**src/rtl/pipe_flush_ctrl.sv**
```systemverilog
// Central pipeline sequencer: turns MEM-stage events, EX branch redirects and LSU
// back-pressure into stage flush/stall controls, owns the fetch redirect and the IDLE wait state.
module pipe_flush_ctrl #(
   parameter int ADDR_W     = 32,
   parameter int IDLE_CNT_W = 32
) (
   input  logic                  clk,
   input  logic                  rst,
   input  logic                  mem_valid,
   input  logic                  mem_except,
   input  logic                  mem_is_ertn,
   input  logic                  mem_is_idle,
   input  logic                  mem_refetch,
   input  logic [ADDR_W-1:0]     mem_pc,
   input  logic                  lsu_busy,
   input  logic [ADDR_W-1:0]     csr_eentry,
   input  logic [ADDR_W-1:0]     csr_era,
   input  logic                  int_pending,
   input  logic                  ex_valid,
   input  logic                  ex_br_taken,
   input  logic [ADDR_W-1:0]     ex_br_target,
   input  logic                  if_redirect_ready,
   output logic                  flush_if_id,
   output logic                  flush_id_ex,
   output logic                  flush_ex_mem,
   output logic                  flush_mem_wb,
   output logic                  stall_if,
   output logic                  stall_id,
   output logic                  stall_ex,
   output logic                  stall_mem,
   output logic                  redirect_valid,
   output logic [ADDR_W-1:0]     redirect_pc,
   output logic                  in_idle,
   output logic [IDLE_CNT_W-1:0] idle_cycles
);

   typedef enum logic [1:0] {
      RUN      = 2'd0,
      REDIRECT = 2'd1,
      IDLE     = 2'd2
   } state_t;

   state_t            state;
   state_t            state_nxt;
   logic [ADDR_W-1:0] saved_pc;
   logic [ADDR_W-1:0] saved_pc_nxt;

   logic              mem_any;
   logic              mem_evt;
   logic              sel_except;
   logic              sel_ertn;
   logic              sel_idle;
   logic [ADDR_W-1:0] pc_plus4;
   logic [ADDR_W-1:0] mem_tgt;
   logic              mem_redir;
   logic              br_evt;
   logic              br_act;
   logic              evt_redir;
   logic [ADDR_W-1:0] evt_tgt;

   // Event decode: MEM is older than EX, so any MEM event suppresses the branch.
   // A branch seen while already redirecting is wrong-path and is dropped.
   always_comb begin
      mem_any    = mem_except | mem_is_ertn | mem_is_idle | mem_refetch;
      mem_evt    = (state != IDLE) & mem_valid & ~lsu_busy & mem_any;
      sel_except = mem_except;
      sel_ertn   = ~mem_except & mem_is_ertn;
      sel_idle   = ~mem_except & ~mem_is_ertn & mem_is_idle;
      pc_plus4   = mem_pc + ADDR_W'(4);
      if (sel_except)
         mem_tgt = csr_eentry;
      else if (sel_ertn)
         mem_tgt = csr_era;
      else
         mem_tgt = pc_plus4;
      mem_redir  = mem_evt & ~sel_idle;
      br_evt     = (state != IDLE) & ex_valid & ex_br_taken & ~mem_evt;
      br_act     = br_evt & (state == RUN);
      evt_redir  = mem_redir | br_act;
      evt_tgt    = mem_redir ? mem_tgt : ex_br_target;
   end

   // Next-state logic and saved redirect target.
   always_comb begin
      state_nxt    = state;
      saved_pc_nxt = saved_pc;
      unique case (state)
         RUN, REDIRECT: begin
            if (mem_evt && sel_idle) begin
               state_nxt    = IDLE;
               saved_pc_nxt = pc_plus4;
            end else if (evt_redir) begin
               saved_pc_nxt = evt_tgt;
               state_nxt    = if_redirect_ready ? RUN : REDIRECT;
            end else if (state == REDIRECT && if_redirect_ready) begin
               state_nxt = RUN;
            end
         end
         IDLE: begin
            if (int_pending)
               state_nxt = REDIRECT;
         end
         default: state_nxt = RUN;
      endcase
   end

   // Stage controls; everything is held low while reset is asserted.
   always_comb begin
      flush_if_id    = 1'b0;
      flush_id_ex    = 1'b0;
      flush_ex_mem   = 1'b0;
      flush_mem_wb   = 1'b0;
      stall_if       = 1'b0;
      stall_id       = 1'b0;
      stall_ex       = 1'b0;
      stall_mem      = 1'b0;
      redirect_valid = 1'b0;
      redirect_pc    = '0;
      in_idle        = 1'b0;
      if (!rst) begin
         if (state == IDLE) begin
            in_idle      = 1'b1;
            stall_if     = 1'b1;
            flush_if_id  = 1'b1;
            flush_id_ex  = 1'b1;
            flush_ex_mem = 1'b1;
         end else begin
            if (lsu_busy) begin
               stall_if  = 1'b1;
               stall_id  = 1'b1;
               stall_ex  = 1'b1;
               stall_mem = 1'b1;
            end
            if (mem_evt) begin
               flush_if_id  = 1'b1;
               flush_id_ex  = 1'b1;
               flush_ex_mem = 1'b1;
            end
            if (br_act) begin
               flush_if_id = 1'b1;
               flush_id_ex = 1'b1;
            end
            if (state == REDIRECT)
               flush_if_id = 1'b1;
            redirect_valid = evt_redir | (state == REDIRECT);
            redirect_pc    = evt_redir ? evt_tgt : saved_pc;
         end
      end
   end

   // State register with synchronous reset; a pending redirect is simply dropped.
   always_ff @(posedge clk) begin
      if (rst) begin
         state    <= RUN;
         saved_pc <= '0;
      end else begin
         state    <= state_nxt;
         saved_pc <= saved_pc_nxt;
      end
   end

   always_ff @(posedge clk) begin
      if (rst)
         idle_cycles <= '0;
      else if (state == IDLE)
         idle_cycles <= idle_cycles + IDLE_CNT_W'(1);
   end

endmodule
```
**config.mk**
```make
export PLATFORM = sky130hd
export DESIGN_NAME = pipe_flush_ctrl
export DESIGN_NICKNAME = d
export VERILOG_FILES = /design/src/rtl/pipe_flush_ctrl.sv
export SDC_FILE = /design/constraint.sdc
export NUM_CORES = 1
export LEC_CHECK = 0
export ABC_AREA = 1
export BUFFER_PORTS_ARGS = -buffer_cell sky130_fd_sc_hd__buf_4
export CORE_UTILIZATION = 51
export CTS_BUF_LIST = sky130_fd_sc_hd__clkbuf_2
export CTS_CLUSTER_SIZE = 24
export DETAILED_ROUTE_END_ITERATION = 12
export GPL_TIMING_DRIVEN = 1
export PLACE_DENSITY = 0.94
export REMOVE_ABC_BUFFERS = 1
export SYNTH_ARGS = -nofsm -noshare
export SYNTH_HDL_FRONTEND = slang
export SYNTH_SLANG_ARGS = --single-unit
export TNS_END_PERCENT = 30
```
**constraint.sdc**
```tcl
create_clock -name clk -period 2.1 [get_ports clk]
set_input_delay 0.315 -clock clk [delete_from_list [all_inputs] [get_ports clk]]
set_output_delay 0.315 -clock clk [all_outputs]
set_load 0.01 [all_outputs]
```
==> impl_metrics.toml, run 1 <==
[status]
violations = "negative setup slack"
status = "complete, but fails checks"

[logic_synthesis]
yosysWarnings = 0
yosysSeqAreaShare_pct = 23.7
synth_area_um2 = 5570
syn_inst = 981
synthFlopType = "dfxtp_1"
synth_top_cell_area_share_pct = 23.7
ys_seq_elements = 66
synth_cell_types = 43
synth-edff-count = 0
synthTopCellsByArea = "dfxtp_1, nand2_1, nor2_1"
avgSynthCellArea_um2 = 5.67
synth_area_leader_cell = "dfxtp_1"
async_flop_share_pct = 0

[detailed_routing]
routedWlPerCell_um = 16.5
drtPass1Iterations = 6
drc = 0
vias_per_cell = 5.87
ant_nets = 0
routed_wirelength_um = 22900
drt_iter0_markers = 1110
vias = 8125

[die]
ioPinCount = 214
rows = 37
fp.dieH_um = 106
die_area_um2 = 11300
core_region_area_um2 = 10500
fp.dieW_um = 106
start_util_pct = 53.2

[clock_network]
cts_hold_buf = 0
clockBufferDepth = 2
clk_latency_ps = 580
cts_root_buf = "clkbuf_2"
cts_sinks = 66
numCtsBuffers = 9
cts_tree = "built"
cts.reportedPaths.clkPinSlew_ps = 180
h-tree-depth = 3

[timing]
clock.fmax_mhz = 386
hold_violations = 0
worstMarginPinSlew_ps = 560
maxSlewHeadroom_pct = 62.4
hold_ws_ps = 30.3
setup_viol = 36
drv_slew = 0
timing.setup.tns_ps = -13910
rsz0062_at_grt = "yes"
fin_ws_ps = -494
fin_crit_sh_pct = 124
min_period_ps = 2590
final.setup_skew_ps = 45.4

[setup_path]
slowest_delay_ps = 360
arrival_ps = 2280
critPathCaptureType = "output port"
required_ps = 1780
cp_common_cell = "buf_4"
crit_chain = "buf_4 -> nor3_4 -> nand2_4 -> buf_4 -> o21ai_1 -> nand2_1 -> o21ai_2 -> nor2_2 -> buf_6"
slowest_stage = "dfxtp_2"
path_delay_family = "simple AND/OR/NAND/NOR gates"
worstSetupPathType = "register to output port"
path_max_fanout = 13
cp.buffers_inverters = 3
startpoint_type = "register"

[layout]
area_growth_pct = 48.1
nets = 1385
antennaDiodeCount = 0
drive_gt1_share_pct = 30.7

[global_route]
grt_pass1_wl_um = 32900
grt_use_total_pct = 36.6
gr-usage-met2_pct = 57.9
antenna_found_initial = 0
grt-ovfl-total = 0
grt_pass1_vias = 6978
grt_max_degree = 34
busiest_layer = "met2"
use_met1_pct = 45.7
met3_usage_pct = 9.20

[placement]
port_buffers = 212
gp_congestion = 1.07
dpl.hpwl_um = 15800

[pwr]
leakagePower_nw = 3.94
p_per_area_nw_per_um2 = 426
vdd_drop_max_mv = 0.274

[hold_path]
hold_path.class = "input pin to register"

[job]
cap_viol_max_count = 0
-- placed cells by master (no fill, tap or decap), drive strengths merged, types with 3 or more instances in the layout --
| cell | n |
|---|---|
| nand2 | 299 |
| xor2 | 15 |
| xnor2 | 8 |
| o211ai | 11 |
| nand4 | 10 |
| nor2 | 165 |
| or2 | 18 |
| nand3 | 59 |
| inv | 89 |
| clkbuf | 10 |
| buf | 290 |
| dfxtp | 66 |
| a21o | 3 |
| a21oi | 53 |
| nand3b | 5 |
| o21ai | 63 |
| clkinv | 7 |
| a22o | 8 |
| a31oi | 6 |
| o221ai | 14 |
| nor3 | 22 |
| o22ai | 14 |
-- per-stage QoR --
stage	instances	area [um^2]	setup slack [ps]	util, %	power (mW)
final	1384	8240	-494	78.8	3.51
after global routing	1384	8240	-612	78.8	3.64
after CTS	1377	7950	-400	76.0	3.35
after detailed placement	1357	7720	-63.6	73.8	2.53
after global placement	1357	7720	4.85	73.8	2.50
after floorplan	941	5380	-612	-	1.90
-- power by group --
part / internal (mW) / switching, mW / leakage (nW)
Clock: 0.273 / 0.541 / 0.0733
Combinational: 0.638 / 0.691 / 3.32
Sequential: 1.33 / 0.0423 / 0.540
Total: 2.24 / 1.27 / 3.94
-- layer usage --
metal / wire [um] / up-vias
met2: 10100 / 674
met3: 2800 / 145
li1: - / 3727
met5: 0 / -
met1: 8660 / 3579
met4: 1300 / 0
-- area by class of cell --
class | instances | area, um^2
sequential | 66 | 1330
clock inverter | 7 | 70.1
timing repair buffer | 291 | 2320
clock buffer | 9 | 45.0
multi-input combinational | 785 | 3960
tap | 136 | 170
fill | 713 | 2220
inverter | 90 | 355
-- path summary, 6_finish.rpt --
check                     to  slack, ps  depth (start not counted)       startpoint
max reg2reg  idle_cycles[20]         50                         12         state[1]
min                 state[1]         30                          3      int_pending
min reg2reg  idle_cycles[31]        530                          3  idle_cycles[31]
max           redirect_pc[8]       -490                          9         state[1]
-- state kept, by name, indices dropped and copies added, names as in the netlist --
name / count
state: 2
idle_cycles: 32
saved_pc: 32
-- cell families after synthesis --
kind of cell               synth area share, %
adders and majority gates                0.449
AOI/OAI and AO/OA                         18.9
other                                   0.0674
and+or+nand+nor                           43.9
buffers and inverters                     9.40
DFF                                       23.7
xor gates and xnor gates                  3.62
-- timing repair --
item / in CTS / in global routing
pin swaps: 3 / 16
endpoints found under the setup margin: 40 / 46
resized for setup: 27 / 62
setup buffers: 3 / 6
cloned: 1 / 1
-- Yosys cell counts, types with 9 or more instances --
cell	n
a21oi_1	53
buf_2	13
clkbuf_1	18
dfxtp_1	66
inv_1	83
nand2_1	295
nand3_1	57
nand4_1	10
nor2_1	160
nor3_1	20
o211ai_1	11
o21ai_0	52
o21ai_1	11
o221ai_1	14
o22ai_1	14
or2_1	9
xor2_1	15
-- worst register-to-register path, cell delays in order (launching register included) --
cell,delay [ps]
dfxtp_2,380
inv_2,50
nor2_4,110
buf_4,200
nand2_1,120
nor2_2,160
nand2_1,120
inv_2,110
nand3_2,120
nor3_2,300
nand2_1,130
xor2_1,150
nor2_1,50
Note: power is estimated with default switching activity, not from simulation.
==> inputs of run 2 (changes only) <==
==> constraint.sdc (replaced) <==
create_clock -name clk -period 2.1 [get_ports clk]
set_input_delay 0.315 -clock clk [delete_from_list [all_inputs] [get_ports clk]]
set_output_delay 0.315 -clock clk [all_outputs]
set_load 0.02 [all_outputs]
==> run 2 against run 1 <==
Net effect: critical path depth stayed put; global-route usage increased by 0.55 points; power is 2.5% higher; routed wire length down 1.5%; utilization up 0.32 points; final area grew 0.41%; combinational power is 5% higher; sequential share of layout area barely moved; clock power grew 3.2%; the flow still finishes with violations (negative setup slack); largest power group is now combinational logic; highest routed layer unchanged; largest cell class unchanged; register-to-register slack better by 50 ps.
==> impl_metrics.toml, run 2 (synthesis results as in run 1) <==
[status]
status = "complete, but fails checks"
violations = "negative setup slack"

[setup_path]
slowest_stage = "dfxtp_2"
path_max_fanout = 17
r2r-start = "state[1]"
required_ps = 1780
worstSetupPathType = "register to output port"
reg2reg_to = "saved_pc[1]"
cp.buffers_inverters = 3
slowest_delay_ps = 360
arrival_ps = 2320
path_delay_family = "simple AND/OR/NAND/NOR gates"
r2r_slack_ps = 100
crit_chain = "buf_4 -> nor3_4 -> nand2_4 -> buf_8 -> o21ai_0 -> nand2_1 -> nand2_1 -> nor2_1 -> buf_4"
worstRegToRegCells = 12
critPathCaptureType = "output port"
startpoint_type = "register"

[clock_network]
h-tree-depth = 3
clockBufferDepth = 2
cts.reportedPaths.clkPinSlew_ps = 180
clk_latency_ps = 540
numCtsBuffers = 9
cts_hold_buf = 0
cts_root_buf = "clkbuf_2"
cts_sinks = 66
cts_tree = "built"

[layout]
largestRegisters = "idle_cycles x32, saved_pc x32, state x2"
layout_common_cells = "nand2_1, buf_4, nor2_1"
fin_cells = 1388
nets = 1388
finalCoreUtilization_pct = 79.1
layout_commonest_cell = "nand2_1"
drive_gt1_share_pct = 30.2
final_area_um2 = 8280
area_growth_pct = 48.7

[timing]
setup_viol = 35
hold_violations = 0
clock.fmax_mhz = 380
fin_crit_sh_pct = 125
min_period_ps = 2630
rsz0062_at_grt = "yes"
final.setup_skew_ps = 46.6
fin_ws_ps = -534
drv_slew = 0
timing.setup.tns_ps = -11950

[global_route]
met3_usage_pct = 6.44
busiest_layer = "met2"
grt_pass1_vias = 7216
grt_pass1_wl_um = 33600
use_met1_pct = 48.0
gr-usage-met2_pct = 60.3
grt-ovfl-total = 0
grt_max_degree = 34
grt_use_total_pct = 37.1
antenna_found_initial = 1

[die]
fp.dieW_um = 106
core_region_area_um2 = 10500
start_util_pct = 53.2
fp.dieH_um = 106
ioPinCount = 214
die_area_um2 = 11300
rows = 37

[pwr]
vdd_drop_max_mv = 0.269
leakagePower_nw = 3.96
p_per_area_nw_per_um2 = 435
power_mw = 3.60

[hold_path]
hold_depth = 3
hold_end = "state[1]"
hold_start = "int_pending"
hold_path.class = "input pin to register"

[detailed_routing]
vias_per_cell = 5.86
vias = 8136
ant_nets = 0
drtPass1Iterations = 9
routed_wirelength_um = 22500
drc = 0
routedWlPerCell_um = 16.2
drt_iter0_markers = 884

[placement]
gp_congestion = 1.08
dpl.cell_count = 1360
placed_cell_area_um2 = 7750
port_buffers = 212
dpl.hpwl_um = 15800

[job]
cap_viol_max_count = 0
[run 2: power breakdown]
group / internal (mW) / switching, mW / leakage [nW]
registers: 1.33 / 0.0407 / 0.541
clock network: 0.283 / 0.557 / 0.0725
logic: 0.651 / 0.741 / 3.35
[run 2: timing repair]
| action | in CTS | in global routing |
|---|---|---|
| cloned | 0 | 3 |
| pin swaps | 2 | 4 |
| endpoints found under the setup margin | 40 | 44 |
| endpoints found under the hold margin | 0 | 0 |
| buffers inserted | 4 | 4 |
| gates resized for setup | 29 | 56 |
[run 2: worst reg2reg max path, stage by stage (launching register included)]
cell,delay (ps)
dfxtp_2,360
inv_2,80
nor2_4,40
nor2_4,110
nand3_4,120
buf_4,160
buf_4,140
nor2_4,210
nand2_4,150
buf_4,210
o221ai_1,240
a21o_1,130
inv_1,40
[run 2: cell type report]
class | count | area, um^2
clock buffers | 9 | 45.0
flip-flops and latches | 66 | 1330
diodes | 1 | 2.50
inverters | 90 | 352
well taps | 136 | 170
clock inverters | 7 | 77.6
fillers | 717 | 2180
multi-input cells | 786 | 3920
repair buffers | 293 | 2380
[run 2: through the flow]
| stage | hold WS [ps] | setup slack, ps |
|---|---|---|
| 6_report | 81.9 | -534 |
| 5_1_grt | 46.1 | -658 |
| 4_1_cts | 46.7 | -394 |
| 3_5_place_dp | 508 | -55.3 |
| 3_3_place_gp | 499 | -0.000888 |
| 2_1_floorplan | 384 | -753 |
[run 2: how the worst max path moves through the flow]
stage                           start               to  slack [ps]  depth (start not counted)
after detailed placement  mem_is_ertn   redirect_pc[7]         -60                         12
final                        state[1]  redirect_pc[23]        -530                          9
after global placement      mem_pc[2]  redirect_pc[24]     -0.0009                         14
after floorplan              state[1]  redirect_pc[11]        -750                         10
after global routing         state[1]  redirect_pc[23]        -660                          9
after CTS                    state[1]   redirect_pc[8]        -390                         13
[run 2: metal layers]
metal,routed length [um],share of wire [%]
met5,0,0
met4,1180,5.2
met3,2680,12
met2,10100,45
met1,8540,38
